### src/rtl/gpio_pkg.sv
// Shared definitions for the GPIO pin bank: output-register opcodes and default sizing.
package gpio_pkg;

  typedef enum logic [1:0] {
    GPIO_OP_WRITE = 2'b00,
    GPIO_OP_SET   = 2'b01,
    GPIO_OP_CLR   = 2'b10,
    GPIO_OP_TGL   = 2'b11
  } gpio_op_e;

  localparam int GPIO_SYNC_STAGES = 2;
  localparam int GPIO_DB_CNT_W    = 8;

endpackage

### src/rtl/gpio_pin_filter.sv
// One input pin: synchroniser chain, debounce qualifier and registered edge pulses.
module gpio_pin_filter #(
  parameter int SYNC_STAGES = 2,
  parameter int DB_CNT_W    = 8
) (
  input  logic                PCLK,
  input  logic                PRESETn,
  input  logic                gpio_in_raw,
  input  logic                db_en,
  input  logic [DB_CNT_W-1:0] db_threshold,
  output logic                sync_gpio_in,
  output logic                db_gpio_in,
  output logic                rise_pulse,
  output logic                fall_pulse
);

  logic [SYNC_STAGES-1:0] sync_q;
  logic                   db_q;
  logic                   db_d;
  logic [DB_CNT_W-1:0]    cnt_q;
  logic [DB_CNT_W-1:0]    cnt_d;

  always_ff @(posedge PCLK or negedge PRESETn) begin
    if (!PRESETn) begin
      sync_q <= '0;
    end else begin
      sync_q <= {sync_q[SYNC_STAGES-2:0], gpio_in_raw};
    end
  end

  assign sync_gpio_in = sync_q[SYNC_STAGES-1];

  // cnt_q holds the number of earlier consecutive differing cycles, so the
  // compare fires on the (threshold+1)-th one and the counter cannot wrap.
  always_comb begin
    db_d  = db_q;
    cnt_d = '0;
    if (!db_en) begin
      db_d = sync_gpio_in;
    end else if (sync_gpio_in != db_q) begin
      if (cnt_q >= db_threshold) begin
        db_d = sync_gpio_in;
      end else begin
        cnt_d = cnt_q + DB_CNT_W'(1);
      end
    end
  end

  always_ff @(posedge PCLK or negedge PRESETn) begin
    if (!PRESETn) begin
      db_q       <= 1'b0;
      cnt_q      <= '0;
      rise_pulse <= 1'b0;
      fall_pulse <= 1'b0;
    end else begin
      db_q       <= db_d;
      cnt_q      <= cnt_d;
      rise_pulse <= db_d & ~db_q;
      fall_pulse <= ~db_d & db_q;
    end
  end

  assign db_gpio_in = db_q;

endmodule

### src/rtl/gpio_pin_bank.sv
// GPIO pin bank: atomic output register with push-pull/open-drain pad drive,
// plus per-pin synchronised, debounced, edge-detected inputs.
module gpio_pin_bank
  import gpio_pkg::*;
#(
  parameter int N_PINS      = 32,
  parameter int SYNC_STAGES = GPIO_SYNC_STAGES,
  parameter int DB_CNT_W    = GPIO_DB_CNT_W
) (
  input  logic                PCLK,
  input  logic                PRESETn,
  input  logic [N_PINS-1:0]   gpio_dir,
  input  logic [N_PINS-1:0]   gpio_od,
  input  logic                out_wr_en,
  input  logic [1:0]          out_wr_op,
  input  logic [N_PINS-1:0]   out_wr_data,
  input  logic [N_PINS-1:0]   gpio_in_raw,
  input  logic [N_PINS-1:0]   db_en,
  input  logic [DB_CNT_W-1:0] db_threshold,
  output logic [N_PINS-1:0]   gpio_out,
  output logic [N_PINS-1:0]   gpio_oe,
  output logic [N_PINS-1:0]   sync_gpio_in,
  output logic [N_PINS-1:0]   db_gpio_in,
  output logic [N_PINS-1:0]   rise_pulse,
  output logic [N_PINS-1:0]   fall_pulse
);

  logic [N_PINS-1:0] out_q;
  logic [N_PINS-1:0] out_d;

  always_comb begin
    out_d = out_q;
    if (out_wr_en) begin
      case (gpio_op_e'(out_wr_op))
        GPIO_OP_WRITE: out_d = out_wr_data;
        GPIO_OP_SET:   out_d = out_q | out_wr_data;
        GPIO_OP_CLR:   out_d = out_q & ~out_wr_data;
        GPIO_OP_TGL:   out_d = out_q ^ out_wr_data;
        default:       out_d = out_q;
      endcase
    end
  end

  always_ff @(posedge PCLK or negedge PRESETn) begin
    if (!PRESETn) begin
      out_q <= '0;
    end else begin
      out_q <= out_d;
    end
  end

  // Open-drain pins only ever drive low; a 1 in out_q releases the pad.
  assign gpio_out = out_q & ~(gpio_dir & gpio_od);
  assign gpio_oe  = gpio_dir & ~(gpio_od & out_q);

  for (genvar i = 0; i < N_PINS; i++) begin : g_pin
    gpio_pin_filter #(
      .SYNC_STAGES (SYNC_STAGES),
      .DB_CNT_W    (DB_CNT_W)
    ) u_filter (
      .PCLK         (PCLK),
      .PRESETn      (PRESETn),
      .gpio_in_raw  (gpio_in_raw[i]),
      .db_en        (db_en[i]),
      .db_threshold (db_threshold),
      .sync_gpio_in (sync_gpio_in[i]),
      .db_gpio_in   (db_gpio_in[i]),
      .rise_pulse   (rise_pulse[i]),
      .fall_pulse   (fall_pulse[i])
    );
  end

endmodule

### config.mk
export PLATFORM = sky130hd
export DESIGN_NAME = gpio_pin_bank
export DESIGN_NICKNAME = d
export VERILOG_FILES = /design/src/rtl/gpio_pkg.sv /design/src/rtl/gpio_pin_filter.sv /design/src/rtl/gpio_pin_bank.sv
export SDC_FILE = /design/constraint.sdc
export NUM_CORES = 1
export LEC_CHECK = 0
export CAP_MARGIN = 20
export CORE_MARGIN = 2
export CORE_UTILIZATION = 25
export CTS_CLUSTER_SIZE = 10
export DETAILED_ROUTE_END_ITERATION = 8
export SETUP_SLACK_MARGIN = 0.5
export SLEW_MARGIN = 20
export SYNTH_ARGS = -nofsm -noshare
export SYNTH_HDL_FRONTEND = slang
export SYNTH_SLANG_ARGS = --single-unit
### constraint.sdc
create_clock -name PCLK -period 5.9 [get_ports PCLK]
set_clock_uncertainty 0.15 [all_clocks]
set_input_delay 1.475 -clock PCLK [delete_from_list [all_inputs] [get_ports PCLK]]
set_output_delay 1.475 -clock PCLK [all_outputs]
set_load 0.02 [all_outputs]
==> results by group <==
Floorplanning
  – Ports: 365
  – Initial core utilization: 25.3%
  – Die width: 328 um
  – Die area: 0.107 mm2
  – FP Rows: 118
  – Core Area: 0.104 mm2
  – Die Height: 328 um

Drt
  – DRC viols: 0
  – Drt pass-1 iters: 5
  – Post-Route WL: 61.5 mm
  – Routed len/inst: 15.0 um
  – Vias: 18096
  – Post-route ant nets: 0
  – DRT iter0 DRCs: 706
  – Vias per inst: 4.41

Synthesis
  – Syn Area/Cell: 10.9 um2
  – Post-synthesis mux area share: 4.13%
  – Post-synth top area share: 42.8%
  – Ys Warns: 0
  – Synth area leaders: dfrtp_1 43%, ha_1 17%, xor2_1 5.9%
  – Mapped Nets: 2921
  – Adder-cell area share of the yosys netlist: 16.8%
  – Synth cell types: 34
  – Synthesized flop and latch total: 448
  – Sequential-to-total area share from yosys stat: 42.8%
  – Synth Area in Simple Gates: 13.8%
  – Main combinational cell family by area after synthesis: adder cells
  – Xor/xnor share of the synthesized area: 7.49%
  – Compound-Gate Fraction of Synth Area: 8.57%
  – Cell area after synthesis: 0.0262 mm2
  – Post-Synthesis Cells: 2396
  – Synth area leader: dfrtp_1

Run status
  – Status: completed

Clocking
  – Worst skew pair latency: 630 ps
  – CTS clock-pin slew for the worst setup and hold paths: 60 ps
  – Cts hold-fix bufs: 0
  – H-tree depth: 2
  – Clock sink count: 448
  – CTS Root Cell: clkbuf_16
  – CTS tree: built
  – Num CTS Buffers: 58
  – Post-CTS sizing: 0
  – Post-CTS Setup Repair Bufs: 0
  – Clk buf depth: 3

Worst setup path
  – WP data required: 4280 ps
  – R2R depth: 6
  – RR Endpoint: g_pin[18].u_filter.db_gpio_in
  – R2r startpoint: g_pin[18].u_filter.cnt_q[0]
  – Critical Path Fanout Max: 2
  – R2r setup slk: 3370 ps
  – Crit path to: gpio_oe[19]
  – CP Launch Point: gpio_dir[19]
  – Critical path startpoint category: input pin
  – Crit path DAT: 3170 ps
  – Crit end category: output port
  – Setup CP Type: in2out

Finish
  – Final #Nets: 3218
  – Post-route insts no fill: 4108
  – Share of layout cells above drive strength 1: 7.22%
  – Inserted Diodes: 0
  – Synthesis-to-finish area growth: 24.3%
  – FILL cells: 10662

STA
  – Final setup TNS: 0 ps
  – Max-slew violations: 0
  – Relative slew slack: 25.7%
  – Least-Margin Pin Slew: 1110 ps
  – Final min period: 4800 ps
  – RSZ-0062 raised after global routing: no
  – Count of final hold-check violations: 0
  – Worst setup margin: 1100 ps
  – Peak Freq: 0.208 GHz
  – Fin crit share: 81.3%
  – Final setup violation count: 0

Min path
  – Hold depth: 0
  – HP Class: reg2reg

GRT
  – Vias in the first global route: 18381
  – Overflow after GRT: 0
  – First-pass GRT wire length: 99.5 mm
  – Pin count of the biggest net entering global routing: 132
  – Gr usage total: 11.5%
  – Initial antenna violation count: 1

Power and ir drop
  – Internal power: 5.91 mW
  – Max VDD drop: 0.173 mV
  – Reg power frac: 41.6%
  – Logic pwr share: 16.1%
  – Sw frac: 27.2%
  – Cell area power density: 249 mW/mm2
  – Leakage: 15.1 nW
  – Tot Pwr: 8.11 mW
  – Psw: 2.21 mW
  – Clock share of power: 42.2%

Place
  – DP HPWL: 43.6 mm
  – Placed instance count: 4013
  – GP Congestion: 0.777
  – Port Buf Inserts: 364
  – Pre-CTS setup slack: 1070 ps

Flow run
  – Number of max-cap violations: 0
per-layer routing:
layer	global-route usage [%]	vias up	share of wire [%]
met3	3.07	73	5.7
met5	0	-	0.013
met1	14.8	8717	46
met4	2.92	2	2.1
li1	-	8943	-
met2	19.1	361	47
worst min path at each step:
stage                                       from                           end  slack (ps)
finish              g_pin[13].u_filter.sync_q[0]  g_pin[13].u_filter.sync_q[1]         190
global route         g_pin[7].u_filter.sync_q[0]   g_pin[7].u_filter.sync_q[1]         200
CTS                 g_pin[13].u_filter.sync_q[0]  g_pin[13].u_filter.sync_q[1]         200
detailed placement   g_pin[1].u_filter.sync_q[0]   g_pin[1].u_filter.sync_q[1]         180
global placement    g_pin[30].u_filter.sync_q[0]  g_pin[30].u_filter.sync_q[1]         180
floorplan            g_pin[0].u_filter.sync_q[0]   g_pin[0].u_filter.sync_q[1]         180
cell type report:
cell class	instances	area (um2)	share of cell area, %
clock buffers	83	1670	5.13
clock inverters	12	151	0.465
inverters	171	642	1.97
multi-input cells	1634	13300	40.9
flip-flops and latches	448	11200	34.5
well taps	1380	1730	5.31
repair buffers	380	3840	11.8
cells by family after synthesis:
kind of cell / after synthesis
and+or+nand+nor: 686
xor gates and xnor gates: 224
adders and majority gates: 352
buffers and inverters: 314
muxes: 64
AOI/OAI and AO/OA: 308
DFF: 448
power by group through the flow:
| stage | Sequential, mW | Clock (mW) | Combinational [mW] |
|---|---|---|---|
| final | 3.38 | 3.43 | 1.31 |
| after global routing | 3.40 | 3.72 | 1.46 |
| after CTS | 3.38 | 3.59 | 1.34 |
| after detailed placement | 3.43 | 0 | 1.33 |
| after global placement | 3.43 | 0 | 1.31 |
| after floorplan | 3.38 | 0 | 0.795 |
worst max-delay path: stages:
cell and delay, ps:
clkdlybuf4s50_1 480, a21boi_0 490, clkdlybuf4s50_1 720
Yosys cell counts:
master / n
buf_2: 6
o21ai_0: 44
nand2_1: 35
nand2b_4: 12
o2111ai_1: 12
nor3b_1: 64
a21oi_1: 44
nand4_1: 12
a2111o_1: 12
a311o_2: 12
a2111oi_2: 2
nor3_1: 1
mux4_2: 32
and3_1: 102
nand3_1: 158
nand2b_1: 52
buf_4: 130
a21o_1: 20
o211ai_1: 40
inv_1: 171
ha_1: 352
nor2_1: 238
a221oi_1: 20
a2111oi_0: 18
clkbuf_1: 5
buf_1: 2
a21boi_0: 32
dfrtp_1: 448
and4_1: 12
xor2_1: 177
mux2_2: 32
xnor2_1: 47
a31oi_1: 12
o21a_1: 40
cells in the final DEF (no fill, tap or decap), types with 16 or more instances in the layout:
cell type,Yosys,layout
clkbuf_16,0,61
a21oi_1,44,44
nand2b_1,52,52
clkbuf_1,5,16
nor2_1,238,238
o21a_1,40,40
xor2_1,177,177
mux4_2,32,32
o211ai_1,40,40
a21o_1,20,20
o21ai_0,44,44
inv_1,171,164
nor3b_1,64,64
and3_1,102,102
a2111oi_0,18,18
xnor2_1,47,47
mux2_2,32,32
clkdlybuf4s50_1,0,359
nand3_1,158,158
a21boi_0,32,32
a221oi_1,20,20
nand2_1,35,35
dfrtp_1,448,448
ha_1,352,352
flip-flops by register name, summed over array words and instances (netlist names):
register,cells
g_pin.u_filter.sync_q,64
g_pin.u_filter.cnt_q,256
g_pin.u_filter.rise_pulse,32
g_pin.u_filter.fall_pulse,32
g_pin.u_filter.db_gpio_in,32
out_q,32
per-stage QoR:
step / cell area [um2] / utilization (%) / hold slack (ps)
after global placement: 30700 / 29.6 / 182
final: 32500 / 31.4 / 192
after CTS: 32500 / 31.4 / 197
after detailed placement: 30700 / 29.6 / 185
after floorplan: 26200 / - / 181
after global routing: 32500 / 31.4 / 199
Note: power is estimated with default switching activity, not from simulation.
